$ cat src/rtl/usbf_ulpi_reg_sched.sv
`default_nettype none
// ============================================================================
// Module   : usbf_ulpi_reg_sched
// Purpose  : Round-robin arbiter and sequencer for ULPI PHY register accesses
//            from two requesters (0 = CSR bridge, 1 = internal link logic).
//            Aborts are retried after a backoff. Persistent failure is
//            returned as an error response.
// Options  : USBF_ULPI_REG_TIMEOUT_EN - enables the ISSUE-state timeout
// Revision : 1.0 - initial release
// ============================================================================
module usbf_ulpi_reg_sched #(
  parameter int RETRY_MAX      = 3,
  parameter int BACKOFF_CYCLES = 4,
  parameter int TIMEOUT_CYCLES = 255
) (
  input  logic        ulpi_clk60_i,
  input  logic        ulpi_rst_i,
  input  logic [1:0]  req_valid_i,
  input  logic [1:0]  req_we_i,
  input  logic [11:0] req_addr_i,
  input  logic [15:0] req_wdata_i,
  output logic [1:0]  req_ready_o,
  output logic [1:0]  resp_valid_o,
  output logic [7:0]  resp_rdata_o,
  output logic        resp_err_o,
  output logic        reg_req_o,
  output logic        reg_we_o,
  output logic [5:0]  reg_addr_o,
  output logic [7:0]  reg_wdata_o,
  input  logic        reg_ack_i,
  input  logic        reg_abort_i,
  input  logic [7:0]  reg_rdata_i,
  output logic        busy_o
);

  localparam int RW = (RETRY_MAX < 1) ? 1 : $clog2(RETRY_MAX + 1);
  localparam int BW = (BACKOFF_CYCLES <= 2) ? 1 : $clog2(BACKOFF_CYCLES);
  localparam logic [RW-1:0] RETRY_LIM = RW'(RETRY_MAX);
  // Backoff counter counts down to zero, so BACKOFF_CYCLES idle cycles need
  // a load value of BACKOFF_CYCLES-1.
  localparam logic [BW-1:0] BO_LOAD   = BW'(BACKOFF_CYCLES - 1);

  typedef enum logic [1:0] {
    S_IDLE    = 2'd0,
    S_ISSUE   = 2'd1,
    S_BACKOFF = 2'd2,
    S_DONE    = 2'd3
  } state_e;

  state_e          state_q;
  logic            last_grant_q;
  logic            grant_q;
  logic [RW-1:0]   retry_cnt_q;
  logic [BW-1:0]   backoff_cnt_q;
  logic            reg_req_q;
  logic            reg_we_q;
  logic [5:0]      reg_addr_q;
  logic [7:0]      reg_wdata_q;
  logic [1:0]      resp_valid_q;
  logic [7:0]      resp_rdata_q;
  logic            err_q;
  logic            busy_q;

  logic            grant_d;
  logic            accept;
  logic [1:0]      req_ready;

`ifdef USBF_ULPI_REG_TIMEOUT_EN
  localparam int TW = (TIMEOUT_CYCLES < 1) ? 1 : $clog2(TIMEOUT_CYCLES + 1);
  // Counter starts at 0 on ISSUE entry; the TIMEOUT_CYCLES-th ISSUE cycle
  // is the last one before giving up.
  localparam logic [TW-1:0] TO_LAST = TW'(TIMEOUT_CYCLES - 1);
  logic [TW-1:0]   to_cnt_q;
`else
  // Timeout hardware is absent in this build; the parameter stays in the
  // interface so both builds share one instantiation.
  if (TIMEOUT_CYCLES > 0) begin : g_timeout_unused
  end
`endif

  // Round-robin pick: on a tie the port that did not win last time is chosen.
  always_comb begin
    grant_d   = req_valid_i[1];
    if (&req_valid_i) begin
      grant_d = ~last_grant_q;
    end
    accept    = (state_q == S_IDLE) && (|req_valid_i);
    req_ready = 2'b00;
    if (accept) begin
      req_ready[grant_d] = 1'b1;
    end
  end

  assign req_ready_o  = req_ready;
  assign resp_valid_o = resp_valid_q;
  assign resp_rdata_o = resp_rdata_q;
  assign resp_err_o   = err_q;
  assign reg_req_o    = reg_req_q;
  assign reg_we_o     = reg_we_q;
  assign reg_addr_o   = reg_addr_q;
  assign reg_wdata_o  = reg_wdata_q;
  assign busy_o       = busy_q;

  // Access sequencer: accept, issue, retry after backoff, respond.
  always_ff @(posedge ulpi_clk60_i) begin
    if (ulpi_rst_i) begin
      state_q       <= S_IDLE;
      last_grant_q  <= 1'b1;
      grant_q       <= 1'b0;
      retry_cnt_q   <= '0;
      backoff_cnt_q <= '0;
      reg_req_q     <= 1'b0;
      reg_we_q      <= 1'b0;
      reg_addr_q    <= '0;
      reg_wdata_q   <= '0;
      resp_valid_q  <= '0;
      resp_rdata_q  <= '0;
      err_q         <= 1'b0;
      busy_q        <= 1'b0;
`ifdef USBF_ULPI_REG_TIMEOUT_EN
      to_cnt_q      <= '0;
`endif
    end else begin
      // Response is a single-cycle pulse raised only on entry to DONE.
      resp_valid_q <= '0;
      case (state_q)
        S_IDLE: begin
          if (accept) begin
            grant_q      <= grant_d;
            last_grant_q <= grant_d;
            reg_we_q     <= req_we_i[grant_d];
            reg_addr_q   <= grant_d ? req_addr_i[11:6]  : req_addr_i[5:0];
            reg_wdata_q  <= grant_d ? req_wdata_i[15:8] : req_wdata_i[7:0];
            retry_cnt_q  <= '0;
            err_q        <= 1'b0;
            reg_req_q    <= 1'b1;
            busy_q       <= 1'b1;
            state_q      <= S_ISSUE;
`ifdef USBF_ULPI_REG_TIMEOUT_EN
            to_cnt_q     <= '0;
`endif
          end
        end
        S_ISSUE: begin
          // Ack has priority over a coincident abort (and over timeout).
          if (reg_ack_i) begin
            resp_rdata_q          <= reg_rdata_i;
            err_q                 <= 1'b0;
            reg_req_q             <= 1'b0;
            resp_valid_q[grant_q] <= 1'b1;
            state_q               <= S_DONE;
          end else if (reg_abort_i) begin
            reg_req_q <= 1'b0;
            if (retry_cnt_q < RETRY_LIM) begin
              retry_cnt_q   <= retry_cnt_q + 1'b1;
              backoff_cnt_q <= BO_LOAD;
              state_q       <= S_BACKOFF;
            end else begin
              err_q                 <= 1'b1;
              resp_valid_q[grant_q] <= 1'b1;
              state_q               <= S_DONE;
            end
          end
`ifdef USBF_ULPI_REG_TIMEOUT_EN
          else if (to_cnt_q == TO_LAST) begin
            reg_req_q             <= 1'b0;
            err_q                 <= 1'b1;
            resp_valid_q[grant_q] <= 1'b1;
            state_q               <= S_DONE;
          end else begin
            to_cnt_q <= to_cnt_q + 1'b1;
          end
`endif
        end
        S_BACKOFF: begin
          if (backoff_cnt_q == '0) begin
            reg_req_q <= 1'b1;
            state_q   <= S_ISSUE;
`ifdef USBF_ULPI_REG_TIMEOUT_EN
            to_cnt_q  <= '0;
`endif
          end else begin
            backoff_cnt_q <= backoff_cnt_q - 1'b1;
          end
        end
        S_DONE: begin
          busy_q  <= 1'b0;
          state_q <= S_IDLE;
        end
        default: begin
          busy_q  <= 1'b0;
          state_q <= S_IDLE;
        end
      endcase
    end
  end

endmodule
`default_nettype wire
$ cat config.mk
export PLATFORM = sky130hd
export DESIGN_NAME = usbf_ulpi_reg_sched
export DESIGN_NICKNAME = d
export VERILOG_FILES = /design/src/rtl/usbf_ulpi_reg_sched.sv
export SDC_FILE = /design/constraint.sdc
export NUM_CORES = 1
export LEC_CHECK = 0
export ABC_CLOCK_PERIOD_IN_PS = 3400
export BUFFER_PORTS_ARGS = -buffer_cell sky130_fd_sc_hd__clkbuf_2
export CORE_MARGIN = 5
export CORE_UTILIZATION = 30
export CTS_BUF_LIST = sky130_fd_sc_hd__clkbuf_8
export CTS_CLUSTER_DIAMETER = 50
export DETAILED_ROUTE_END_ITERATION = 8
export GPL_ROUTABILITY_DRIVEN = 1
export PLACE_DENSITY_LB_ADDON = 0.15
export SYNTH_ARGS = -nofsm -noshare
export SYNTH_HDL_FRONTEND = slang
export SYNTH_SLANG_ARGS = --single-unit
$ cat constraint.sdc
create_clock -name ulpi_clk60_i -period 3.4 [get_ports ulpi_clk60_i]
set_clock_uncertainty 0.05 [all_clocks]
set_input_delay 0 -clock ulpi_clk60_i [delete_from_list [all_inputs] [get_ports ulpi_clk60_i]]
set_output_delay 0 -clock ulpi_clk60_i [all_outputs]
set_load 0.01 [all_outputs]
# == After elaboration in Yosys (flattened, before gate mapping) ==
# Cells that the tools add are included.
# word_totals
regBits,36
output_inout_bits,30
in_bits,44
wordCells,93
# classes
add_sub_neg,2
muxes,40
bitwise_logic,2
reduce_logical,20
order_cmp,5
eq_ne,11
# op_table
op,n
$mux W2,16
$mux W1,14
$ne A2 B2 Y1 const B,6
$reduce_and A5 Y1,2
$mux W8,1
$pmux W2 S2,2
$pmux W2 S4,1
$reduce_and A2 Y1,4
$reduce_and A4 Y1,2
$mux W6,1
$ne A3 B3 Y1 const B,2
$reduce_bool A2 Y1,3
$eq A2 B2 Y1 const B,2
$logic_not A2 Y1,2
$lt A1 B2 Y1 const B,2
$pmux W1 S2,2
$reduce_or A2 Y1,2
$logic_and A1 B1 Y1,3
$pmux W1 S3,1
$reduce_and A3 Y1,1
$reduce_bool A3 Y1,1
$add A2 B1 Y2 const B,1
$demux W1 S1,2
$eq A2 B1 Y1 const B,1
4 further kinds,6

# == Logic depth before layout (Yosys ltp) ==
# depth
ltp_word,7
ltp_mapped,5
ltp_nobuf,5

# == Worst setup path before layout ==
# Ideal clock, no wire load.
# synth_path
path_kind,reg2reg
from,register retry_cnt_q[0]
to,register retry_cnt_q[0]
setup_time_ns,0.070
required_time_ns,3.280
period_less_slack_ns,1.438
path_stages_with_launch,5
path_slack_ns,1.962
t_arrival_ns,1.318
n_path_buf,0
cell_sequence,dfxtp_1 -> ha_1 -> or3b_4 -> or3_1 -> a21oi_1
# synth_via
elab_chain_cells,5
elab_cells_between_ends,8
classes_between,add/sub (1); order compare (1); eq/ne (1); mux (4); reduce/logical (1)
# synth_rtl
element,line,rtl
from (decl),53,logic [RW-1:0] retry_cnt_q;
from (signal assigned),155,retry_cnt_q <= retry_cnt_q + 1'b1;
$add A2 B1 Y2,155,
$mux W2,154,if (retry_cnt_q < RETRY_LIM) begin
$mux W2,152,end else if (reg_abort_i) begin
$mux W2,146,if (reg_ack_i) begin
$pmux W2 S2,126,case (state_q)
# Several ways; a longest one is shown, not always the timed one. The select of a mux whose other input is x is not followed.
# A chain may end at the register's enable or synchronous reset.

# == Final worst setup path ==
# layout_path
from,register state_q[1]
to,register reg_we_q (netlist: reg_we_o)
# layout_via
elab_chain_cells,3
# layout_rtl
element,line,rtl
from (decl),50,state_e state_q;
from (signal assigned),107,state_q <= S_IDLE;
from (signal assigned),138,state_q <= S_ISSUE;
from (signal assigned),151,state_q <= S_DONE;
$logic_not A2 Y1 (*),"87, 126",
$logic_and A1 B1 Y1,87,accept = (state_q == S_IDLE) && (|req_valid_i);
$reduce_and A2 Y1 (no source line) (*),--,
to (signal assigned),131,reg_we_q <= req_we_i[grant_d];
to (decl),56,logic reg_we_q;
# Every way passes the cells marked *; elsewhere a longest branch is shown, timed or not.

==> out/metrics.cfg <==
[drt]
drc=0
routed_via_density=4.85
firstDrtPassIters=4
wl_um=5060
vias=1783
post_drt_wl_per_cell_um=13.7
ant_nets=0
drt_iter0_markers=108

[pwr]
combPwrFrac=0.193
vdd_drop_max_mv=0.204
internal_power_uw=939
p_switching_uw=315
p_leak_uw=0.00110
clock_power_share=0.426
pwr-share-seq=0.381
switching_share=0.251
p_per_area_nw_per_um2=493

[place]
place_area_um2=2000
numPortBuffers=73
place.gp.congestion=0.756
dpl.hpwl_um=3230

[worst_setup_path]
slowest_stage=dfxtp_1
path_max_fanout=19
critPathLaunchType=flop
worstPathRequired_ps=3580
critPathCaptureType=flop
max_stage_delay_ps=590
path_cells=or2_1 -> o21ai_0 -> a31oi_1 -> dlygate4sd3_1
crit_type=reg2reg
cp.arrival_ps=2430

[final_layout]
seq_area_um2=721
area_growth_pct=56.0
diodes=0
final_core_util=0.488
final_cell_area_um2=2540
multi_input_area_um2=802
fin_nets=344
drive_above_1_share=0.295
nFillCells=545

[clocking]
cts_tree=built
clock_sinks=36
cts_made_buffers=5
clkTransAtPathRegs_ps=80
cts_root_buf=clkbuf_8
insertion_delay_ps=290
cts_resized=0
htreeDepth=2
clock_path_buffers=2

[grt]
grt_pass1_vias=1768
grt_usage=0.147
grt_pass1_wl_um=8580
grt_max_degree=37
antenna_found_initial=0
grt_remaining_overflow=0

[yosys]
avgSynthCellArea_um2=8.31
netlist_instances=196
syn_nets=243
synth_top_area_share=0.442
ys_types=34
synth_area_leader_cell=dfxtp_1
yosys-top-cells-area=dfxtp_1, nand3_1, a31oi_1
ys_seq_area_frac=0.442
synth_area_um2=1630
synth_seq_cells=36
ys_warn_count=0

[die]
die_h_um=83.7
start_util=0.313
die_area_um2=7000
ios=74
dieWidth_um=83.7
core_area_um2=5200
num_rows=26

[job]
drv_cap=0

[timing]
rsz0062_at_grt=no
holdWs_ps=59.2
setup_tns_ps=0
period_share=0.661
fmax_mhz=445
finalHoldViolations=0
period_needed_ps=2250
slew_violations=0
setup-violations-final=0
tightestPinTransition_ps=1170
slew-limit-headroom=0.220

[worst_hold_path]
hold_path_class=in2reg

[status]
status=finished clean

[cell type report]
| type | count | share of cell area |
|---|---|---|
| Clock inverter | 3 | 0.0355 |
| Clock buffer | 5 | 0.0271 |
| Inverter | 7 | 0.0103 |
| Tap cell | 70 | 0.0345 |
| Multi-Input combinational cell | 136 | 0.316 |
| Sequential cell | 36 | 0.284 |
| Timing Repair Buffer | 111 | 0.293 |
[critical path, delay by kind of cell, from the launching register on]
family / cells / cell delay [ps]
compound gates: 2 / 410
buf+inv: 1 / 570
simple gates: 1 / 570
flops: 1 / 590
[Yosys cell counts, drive strengths merged]
| cell type | n |
|---|---|
| nand3 | 38 |
| dfxtp | 36 |
| o21ai | 17 |
| a21oi | 16 |
| a31oi | 15 |
| nand2 | 11 |
| clkbuf | 10 |
| buf | 7 |
| inv | 7 |
| nor2 | 4 |
| ha | 3 |
| nand2b | 3 |
| nor3 | 3 |
| or3 | 3 |
| a211oi | 2 |
| nand3b | 2 |
| nor2b | 2 |
| nor3b | 2 |
| nor4b | 2 |
| o21ba | 2 |
| o221ai | 2 |
| o31a | 2 |
| a211o | 1 |
| a21boi | 1 |
| and3 | 1 |
| nor4 | 1 |
| o21bai | 1 |
| or2 | 1 |
| or3b | 1 |
[per-stage QoR]
stage	cells	setup WS, ps	power, uW
3_3_place_gp	322	1790	685
3_5_place_dp	322	1760	687
6_report	368	1150	1250
4_1_cts	368	1180	1270
2_1_floorplan	196	1960	611
5_1_grt	368	944	1320
[layout by cell type (no fill, tap or decap), types with 2 or more instances in the layout]
master / n
nor4b_1: 2
inv_1: 7
o221ai_1: 2
nor2b_1: 2
o21ai_0: 17
bufinv_16: 3
a211oi_1: 2
clkbuf_8: 5
nand3_1: 38
clkbuf_2: 73
nand3b_1: 2
nor3_1: 3
a31oi_1: 15
o31a_1: 2
nand2_1: 11
nor2_1: 3
dlygate4sd3_1: 38
ha_1: 3
o21ba_2: 2
or3_1: 3
dfxtp_1: 36
nand2b_1: 3
a21oi_1: 16
[sequential cells by signal (all words and copies together) (netlist names)]
register and count:
backoff_cnt_q 2, busy_o 1, grant_q 1, last_grant_q 1, reg_addr_o 6, reg_req_o 1, reg_wdata_o 8, reg_we_o 1
resp_err_o 1, resp_rdata_o 8, resp_valid_o 2, retry_cnt_q 2, state_q 2
[power by group through the flow]
stage                     Sequential, uW  Clock, uW  Combinational, uW
after floorplan                      492          0                119
after global placement               488          0                197
after detailed placement             488          0                199
after CTS                            478        547                244
after global routing                 483        568                270
final                                478        533                242
[routing by layer]
metal	up-vias	GRT usage	wire length (um)
met2	71	0.231	2220
met4	0	0.0351	31
met3	4	0.0513	395
li1	914	-	-
met5	-	0	0
met1	794	0.194	2410
[repair_timing]
| item | in CTS | in global routing |
|---|---|---|
| endpoints found under the hold margin | 23 | 0 |
| hold buffers | 38 | 0 |
| setup buffers | 0 | 0 |
[worst paths after layout]
kind | from | end | slack, ps | cells past startpoint
setup reg to reg | state_q[1] | reg_we_o | 1150 | 4
hold reg to reg | grant_q | resp_valid_o[0] | 410 | 1
hold / removal | reg_abort_i | resp_err_o | 60 | 4
setup / recovery | state_q[1] | reg_we_o | 1150 | 4
[cell families (layout without fill, tap and decap cells)]
family	Yosys count	after routing	synth area share
AND/OR/NAND/NOR	74	74	0.250
AO/OA/AOI/OAI	59	59	0.219
flip-flops	36	36	0.442
buffers and inverters	24	126	0.0653
adder cells (fa/ha/maj)	3	3	0.0230
Note: power is estimated with default switching activity, not from simulation.
